===== src/rtl/vmem_scanner.sv =====
// vmem_scanner: owns the VGA raster and, once per continuation token, scans one
// full frame of the cell colour RAM out to the DAC, then passes the token on.
module vmem_scanner #(
    parameter int                    MEM_BITS   = 11,
    parameter int                    COLOR_SIZE = 3,
    parameter int                    GRID_W     = 34,
    parameter int                    GRID_H     = 33,
    parameter int                    CELL_LOG2  = 3,
    parameter int                    X_OFF      = 184,
    parameter int                    Y_OFF      = 108,
    parameter logic [COLOR_SIZE-1:0] BG_COLOR   = '0,
    parameter int                    H_VIS      = 640,
    parameter int                    H_FP       = 16,
    parameter int                    H_SYNC     = 96,
    parameter int                    H_BP       = 48,
    parameter int                    V_VIS      = 480,
    parameter int                    V_FP       = 10,
    parameter int                    V_SYNC     = 2,
    parameter int                    V_BP       = 33
) (
    input  logic                  Clck,
    input  logic                  Reset,
    input  logic                  in_cont_signal,
    output logic                  out_cont_signal,
    input  logic                  next_fin_signal,
    output logic [MEM_BITS-1:0]   read_addr,
    input  logic [COLOR_SIZE-1:0] read_data,
    output logic                  VGA_CLK,
    output logic                  VGA_HS,
    output logic                  VGA_VS,
    output logic                  VGA_BLANK_N,
    output logic                  VGA_SYNC_N,
    output logic [9:0]            VGA_R,
    output logic [9:0]            VGA_G,
    output logic [9:0]            VGA_B
);

    localparam int H_TOT = H_VIS + H_FP + H_SYNC + H_BP;
    localparam int V_TOT = V_VIS + V_FP + V_SYNC + V_BP;
    localparam int CW    = $clog2(H_TOT > V_TOT ? H_TOT : V_TOT);

    localparam logic [CW-1:0] H_LAST = CW'(H_TOT - 1);
    localparam logic [CW-1:0] V_LAST = CW'(V_TOT - 1);
    localparam logic [CW-1:0] V_END  = CW'(V_VIS - 1);
    localparam logic [CW-1:0] H_VC   = CW'(H_VIS);
    localparam logic [CW-1:0] V_VC   = CW'(V_VIS);
    localparam logic [CW-1:0] HS_LO  = CW'(H_VIS + H_FP);
    localparam logic [CW-1:0] HS_HI  = CW'(H_VIS + H_FP + H_SYNC);
    localparam logic [CW-1:0] VS_LO  = CW'(V_VIS + V_FP);
    localparam logic [CW-1:0] VS_HI  = CW'(V_VIS + V_FP + V_SYNC);
    localparam logic [CW-1:0] X_LO   = CW'(X_OFF);
    localparam logic [CW-1:0] X_HI   = CW'(X_OFF + (GRID_W << CELL_LOG2));
    localparam logic [CW-1:0] Y_LO   = CW'(Y_OFF);
    localparam logic [CW-1:0] Y_HI   = CW'(Y_OFF + (GRID_H << CELL_LOG2));

    typedef enum logic [1:0] {
        IDLE,
        ARM,
        SCAN,
        DONE
    } state_t;

    state_t                state;
    state_t                state_nxt;
    logic                  tog;
    logic                  pix_en;
    logic [CW-1:0]         hcount;
    logic [CW-1:0]         vcount;
    logic [CW-1:0]         h_nxt;
    logic [CW-1:0]         v_nxt;
    logic [CW-1:0]         dx;
    logic [CW-1:0]         dy;
    logic [CW-1:0]         cx;
    logic [CW-1:0]         cy;
    logic [MEM_BITS-1:0]   cell_addr;
    logic                  in_win;
    logic                  wrap;
    logic                  vis_end;
    logic                  p_vis;
    logic                  p_hs;
    logic                  p_vs;
    logic                  p_win;
    logic                  p_scan;
    logic [COLOR_SIZE-1:0] pix_color;

    assign pix_en     = tog;
    assign VGA_CLK    = tog;
    assign VGA_SYNC_N = 1'b0;

    // Pixel tick: divide Clck by two; the toggle doubles as VGA_CLK.
    always_ff @(posedge Clck or posedge Reset) begin
        if (Reset) tog <= 1'b0;
        else       tog <= ~tog;
    end

    // Next raster position, and the frame events the FSM keys on.
    always_comb begin
        h_nxt = hcount + 1'b1;
        v_nxt = vcount;
        if (hcount == H_LAST) begin
            h_nxt = '0;
            v_nxt = (vcount == V_LAST) ? '0 : vcount + 1'b1;
        end
        wrap    = pix_en && hcount == H_LAST && vcount == V_LAST;
        vis_end = pix_en && hcount == H_LAST && vcount == V_END;
    end

    // Free-running raster counters, advancing once per pixel.
    always_ff @(posedge Clck or posedge Reset) begin
        if (Reset) begin
            hcount <= '0;
            vcount <= '0;
        end else if (pix_en) begin
            hcount <= h_nxt;
            vcount <= v_nxt;
        end
    end

    // Cell address of the upcoming pixel; row stride 34 built from shifts.
    always_comb begin
        in_win = (h_nxt >= X_LO) && (h_nxt < X_HI) &&
                 (v_nxt >= Y_LO) && (v_nxt < Y_HI);
        dx = h_nxt - X_LO;
        dy = v_nxt - Y_LO;
        cx = dx >> CELL_LOG2;
        cy = dy >> CELL_LOG2;
        cell_addr = (MEM_BITS'(cy) << 5) + (MEM_BITS'(cy) << 1) +
                    MEM_BITS'(cx);
    end

    // Token FSM: wait for a token, align to frame start, scan, hand off.
    always_comb begin
        state_nxt = state;
        unique case (state)
            IDLE: if (in_cont_signal)  state_nxt = ARM;
            ARM:  if (wrap)            state_nxt = SCAN;
            SCAN: if (vis_end)         state_nxt = DONE;
            DONE: if (next_fin_signal) state_nxt = IDLE;
            default:                   state_nxt = IDLE;
        endcase
    end

    // State register and the registered completion token.
    always_ff @(posedge Clck or posedge Reset) begin
        if (Reset) begin
            state           <= IDLE;
            out_cont_signal <= 1'b0;
        end else begin
            state           <= state_nxt;
            out_cont_signal <= (state_nxt == DONE);
        end
    end

    // Stage 1: issue the RAM address and capture this pixel's attributes.
    always_ff @(posedge Clck or posedge Reset) begin
        if (Reset) begin
            read_addr <= '0;
            p_vis     <= 1'b0;
            p_hs      <= 1'b1;
            p_vs      <= 1'b1;
            p_win     <= 1'b0;
            p_scan    <= 1'b0;
        end else if (pix_en) begin
            read_addr <= (state_nxt == SCAN && in_win) ? cell_addr : '0;
            p_vis     <= (h_nxt < H_VC) && (v_nxt < V_VC);
            p_hs      <= !((h_nxt >= HS_LO) && (h_nxt < HS_HI));
            p_vs      <= !((v_nxt >= VS_LO) && (v_nxt < VS_HI));
            p_win     <= in_win;
            p_scan    <= (state_nxt == SCAN);
        end
    end

    // Pixel colour: RAM data in the grid, background around it, black else.
    always_comb begin
        pix_color = '0;
        if (p_vis && p_scan) pix_color = p_win ? read_data : BG_COLOR;
    end

    // Stage 2: register colour and delayed sync/blank together.
    always_ff @(posedge Clck or posedge Reset) begin
        if (Reset) begin
            VGA_HS      <= 1'b1;
            VGA_VS      <= 1'b1;
            VGA_BLANK_N <= 1'b0;
            VGA_R       <= '0;
            VGA_G       <= '0;
            VGA_B       <= '0;
        end else if (pix_en) begin
            VGA_HS      <= p_hs;
            VGA_VS      <= p_vs;
            VGA_BLANK_N <= p_vis;
            VGA_R       <= {10{pix_color[2]}};
            VGA_G       <= {10{pix_color[1]}};
            VGA_B       <= {10{pix_color[0]}};
        end
    end

endmodule


===== config.mk =====
export PLATFORM = sky130hd
export DESIGN_NAME = vmem_scanner
export DESIGN_NICKNAME = d
export VERILOG_FILES = /design/src/rtl/vmem_scanner.sv
export SDC_FILE = /design/constraint.sdc
export NUM_CORES = 1
export LEC_CHECK = 0
export ABC_AREA = 0
export BUFFER_PORTS_ARGS = -buffer_cell sky130_fd_sc_hd__buf_4
export CELL_PAD_IN_SITES_DETAIL_PLACEMENT = 0
export CELL_PAD_IN_SITES_GLOBAL_PLACEMENT = 1
export CORE_MARGIN = 2
export CORE_UTILIZATION = 30
export CTS_CLUSTER_DIAMETER = 150
export CTS_CLUSTER_SIZE = 8
export DETAILED_ROUTE_END_ITERATION = 16
export HOLD_SLACK_MARGIN = 0.08
export PLACE_DENSITY = 0.56
export REMOVE_ABC_BUFFERS = 1
export SKIP_LAST_GASP = 1
export SYNTH_ARGS = -nofsm -noshare
export SYNTH_HDL_FRONTEND = slang
export SYNTH_SLANG_ARGS = --single-unit
export TNS_END_PERCENT = 20

===== constraint.sdc =====
create_clock -name Clck -period 5.3 [get_ports Clck]
set_input_delay 0 -clock Clck [delete_from_list [all_inputs] [get_ports Clck]]
set_output_delay 0 -clock Clck [all_outputs]
set_load 0.03 [all_outputs]

**Yosys cells after proc, flatten, opt, wreduce, memory -nomap -nowiden**

Index checks and enable logic that the tools add are counted.

- Input bits: 7
- Output and inout bits: 47
- Register bits after elaboration: 46

- Equality and inequality tests: 8
- Bitwise operators: 1
- Muxes and demuxes: 11
- $lt $le $gt $ge: 10
- $add $sub $neg: 6
- Reductions and logical operators: 14

Operator list:

| kind | count |
|---|---|
| < comparator 10 x 9 -> 1 bit, second input constant | 4 |
| 2-to-1 mux 10 bit | 3 |
| adder 10 x 1 -> 10 bit, second input constant | 2 |
| equality test 10 bit, second input constant | 2 |
| < comparator 10 bit, second input constant | 2 |
| adder 11 x 7 -> 11 bit | 1 |
| adder 11 x 8 -> 11 bit | 1 |
| logical AND 1 bit | 11 |
| 2-to-1 mux 11 bit | 1 |
| equality test 10 x 9 -> 1 bit, second input constant | 1 |
| >= comparator 10 bit, second input constant | 1 |
| >= comparator 10 x 7 -> 1 bit, second input constant | 1 |
| >= comparator 10 x 8 -> 1 bit, second input constant | 1 |
| >= comparator 10 x 9 -> 1 bit, second input constant | 1 |
| subtractor 10 x 7 -> 10 bit, second input constant | 1 |
| subtractor 10 x 8 -> 10 bit, second input constant | 1 |
| equality test 2 bit, second input constant | 4 |
| 2-to-1 mux 2 bit | 4 |
| one-hot mux 2 bit (4 select lines) | 1 |
| 2-to-1 mux 3 bit | 2 |
| equality test 2 x 1 -> 1 bit, second input constant | 1 |
| logical NOT 1 bit | 2 |
| logical NOT 2 bit | 1 |
| inverter 1 bit | 1 |

**Logic depth before layout (Yosys ltp)**

- Word-level depth: 8
- Gate-level depth with buffers: 23
- Depth with buffers taken out: 22

**Least setup slack after synthesis**

No wires, ideal clock.

- Kind: reg2reg
- Start point: register hcount[0]
- End point: register read_addr[10]
- Setup slack: 0.531 ns
- Data arrival time: 4.648 ns
- Required time: 5.179 ns
- Stages on the path, launching flop included: 22
- Library setup time: 0.121 ns
- Cell sequence: dfrtp_1 -> ha_1 -> buf_2 -> nand4_1 -> nor3_2 -> buf_2 -> o21ai_0 -> a21oi_1 -> inv_1 -> ha_1 -> a2111oi_0 -> a21oi_2 -> xnor2_1 -> fa_1 -> inv_1 -> ha_1 -> a21boi_0 -> o21ai_0 -> a21boi_0 -> o21bai_1 -> xor2_1 -> a22o_1

RTL lines:

| item | line | text |
|---|---|---|
| start: declaration | 67 | `logic [CW-1:0] hcount;` |
| start signal: assignment | 114 | `hcount <= h_nxt;` |
| equality test 10 bit (*) | 100 | `if (hcount == H_LAST) begin` |
| 2-to-1 mux 10 bit (*) | 100 |  |
| net v_nxt[2] | 70 | `logic [CW-1:0] v_nxt;` |
| branches (longest 4 deep; another with adder 11 x 8 -> 11 bit) | n/a |  |
| 2-to-1 mux 11 bit (*) | 164 | `read_addr <= (state_nxt == SCAN && in_win) ? cell_addr : '0;` |
| end signal: assignment | 164 |  |
| end: declaration | 26 | `output logic [MEM_BITS-1:0] read_addr,` |

Mark *: on every way through the listed nets, which the timed path passes.
A chain may end at the register's enable or synchronous reset.

**Worst setup path in the final report**

- Start point: register hcount[7]
- End point: register read_addr[10]

The elaborated chain is that of the path after synthesis.

==> metrics.md <==
| Metric | Value |
|---|---|
| HPWL after detailed placement | `about 6.5 mm` |
| Area growth syn-to-layout | `16.0%` |
| Critical Path Source | `hcount[7]` |
| TNS Setup | `0 ns` |
| Top cell type's share of synthesized area | `29.0%` |
| Largest area contributor in the netlist | `dfrtp_1` |
| Result of the run | `finished clean` |
| Syn avg cell area | `roughly 8.8 sq um` |
| CTS tree | `done` |
| Post-layout min period | `around 4.8 ns` |
| CTS buffer count | `5` |
| CP arrival | `between 4 and 5 ns` |
| Peak supply drop | `about 120 uV` |
| Synth top cells by count | `42 x dfrtp_1, 39 x nand2_1, 31 x nor2_1` |
| Most common cell in the netlist | `dfrtp_1` |
| Placed Cells | `around 570` |
| Global route total overflow | `0` |
| Final period utilization | `roughly 90%` |
| PwrDens | `between 150 and 200 mW/mm^2` |
| Sequential area share after synthesis | `approximately a third` |
| Max-cap viol count | `0` |
| Crit start category | `register` |
| Setup Crit Path Kind | `register to register` |
| Routed len/inst | `around 15 um` |
| Post-synthesis cell type count | `63` |
| Final hold violations | `0` |
| Die area | `0.0130 sq mm` |
| R2R Setup Slk | `about 0.48 ns` |
| Placed Area | `0.00396 sq mm` |
| Hold Crit Class | `register to register` |
| CTS Root Cell | `clkbuf_16` |
| Leakage | `approximately 1.9 nW` |
| Cell depth of the worst flop-to-flop path | `20` |
| Iteration-0 DRC Markers | `123` |
| Global-route wire length before repair | `between 10 and 15 mm` |
| IO buf count | `52` |
| Worst r2r src | `hcount[7]` |
| Slew @ Worst Pin | `between 0.9 and 1 ns` |
| Skew final | `between 0.009 and 0.01 ns` |
| Count of pins over their slew limit | `0` |
| Largest net degree at the start of global routing | `between 40 and 50` |
| Post-synthesis cell area | `roughly 0.0036 sq mm` |
| Nets@finish | `approximately 470` |
| Crit path max fanout | `12` |
| Worst-path clk slew | `~0.070 ns` |
| Peak Freq | `208 MHz` |
| Clock latency on the worst-skew pair | `a little under 0.3 ns` |
| Overall power | `a little over 0.7 mW` |
| Clk sink count | `46` |
| Yosys Warn Count | `0` |
| Routed Antenna Nets | `0` |
| Ranking of synthesized cells by area | `dfrtp_1 29%, ha_1 6.9%, buf_4 5.8%` |
| Htree depth | `2` |
| # diodes | `0` |
| Die Height | `114 um` |
| Critical path endpoint category | `register` |
| Vias per cell | `about 4.8` |
| Fin cells | `between 500 and 600` |
| Max_slew headroom | `about 36%` |
| RSZ-0062 raised after global routing | `no` |
| Die width | `around 110 um` |
| Cell area after layout | `0.00420 sq mm` |
| Synth Register Bits | `between 40 and 50` |
| Gate Count Post-Synth | `roughly 410` |
| Total GRT Usage | `around 14%` |
| Rows | `40` |
| Core ar. | `0.0119 sq mm` |
| Hold Startpoint | `p_win` |
| RR Endpoint | `read_addr[10]` |
| Effective utilization at floorplan | `a little under a third` |
| EDFF count, synth | `0` |
| Critical Path RT | `about 5.5 ns` |
| Post-CTS Setup Bufs | `0` |
| Crit path to | `read_addr[10]` |
| Main synth FF type | `dfrtp_1` |
| Layout cells sized above 1 | `22.7%` |
| Max Root-Sink Buffers | `2` |
| Ports | `54` |
| Via count | `about 2800` |
| Asr flop ratio synth | `100%` |
| First drt pass iteration count | `4` |
| Routability cong. | `between 0.7 and 0.8` |
| Vias in the first global route | `around 2800` |
| Setup Viol. Count Final | `0` |
| DRC viols | `0` |
| Antenna violations before repair | `0` |
| Final wirelength | `~8.6 mm` |
[through the flow]
stage                     hold slack [ns]  util, %  setup slack, ns
after floorplan                     0.137        -            0.378
after global placement              0.254     33.3            0.478
after detailed placement            0.258     33.3            0.404
after global routing                0.522     35.3           0.0447
after CTS                           0.494     35.1            0.370
final                               0.489     35.3            0.482
[power by group]
part	switching (mW)	internal, mW
Clock	0.132	0.223
Combinational	0.00921	0.00614
Sequential	0.0000000000000000260	0.351
[state kept, by name, indices dropped and copies added (netlist names)]
register         cells
read_addr           11
VGA_BLANK_N          1
hcount              10
p_scan               1
VGA_CLK              1
VGA_B                1
vcount              10
out_cont_signal      1
VGA_VS               1
VGA_G                1
p_vs                 1
state                2
VGA_R                1
p_vis                1
p_hs                 1
VGA_HS               1
p_win                1
[kinds of logic after synthesis]
logic type	synth area share (%)
buf+inv	11.3
xor+xnor	9.15
compound gates	17.1
mux	2.42
flops	31.9
other cells	0.103
fa+ha+maj	8.01
simple gates	20.1
[placed cells by master (no fill, tap or decap), types with 4 or more instances in the layout]
| master | count |
|---|---|
| buf_4 | 63 |
| dfrtp_1 | 42 |
| nand2_1 | 39 |
| nor2_1 | 31 |
| xnor2_1 | 22 |
| inv_1 | 22 |
| ha_1 | 19 |
| o21ai_0 | 17 |
| a21oi_1 | 14 |
| xor2_1 | 14 |
| nand3_1 | 13 |
| nor3_1 | 11 |
| a22o_1 | 11 |
| nand4_1 | 8 |
| a31oi_1 | 6 |
| mux2_2 | 6 |
| dlygate4sd3_1 | 6 |
| and3_1 | 5 |
| a21o_1 | 5 |
| clkbuf_16 | 5 |
| dfstp_2 | 4 |
| o21ai_1 | 4 |
| nor4_1 | 4 |
| o21bai_1 | 4 |
| o2bb2ai_1 | 4 |
[worst min path at each step]
stage          cells after the start  endpoint
6_report                           1     p_win
3_3_place_gp                       3  VGA_G[0]
2_1_floorplan                      2  VGA_B[0]
4_1_cts                            2      p_vs
5_1_grt                            1     p_win
3_5_place_dp                       3  VGA_B[0]
[repair_timing]
item                                    CTS  global route
hold endpoints to repair                 48             0
endpoints found under the setup margin    0             1
resized for setup                         0             3
hold buffers                              6             0
[per-layer routing]
layer,up-vias,track usage [%],part of all wire [%]
li1,1468,-,-
met1,1336,19.8,50
met2,32,22.5,47
met3,6,1.81,2.2
met4,0,3.25,0.86
met5,-,0,0
[final cells by class]
cell class / instances / area, sq um
repair buffers: 69 / 533
inverters: 24 / 90.1
flip-flops and latches: 46 / 1160
fillers: 1213 / 7710
clock inverters: 1 / 30.0
clock buffers: 7 / 133
multi-input cells: 293 / 2080
well taps: 147 / 184
[worst max-delay path: stages, from the launching register on]
cell and delay [ns]:
dfrtp_1 0.46, or3b_4 0.47, or3_4 0.47, or3_1 0.39, a21oi_2 0.16, a21oi_2 0.06, inv_2 0.08, ha_1 0.20
nor2_1 0.07, nor2_1 0.21, xnor2_1 0.20, ha_1 0.28, ha_1 0.32, nor2b_1 0.13, o21ai_0 0.10, a21boi_0 0.23
o21ai_0 0.13, a21boi_0 0.27, o21bai_1 0.11, xor2_1 0.14, a22o_1 0.20
(Power assumes the default switching activity.)
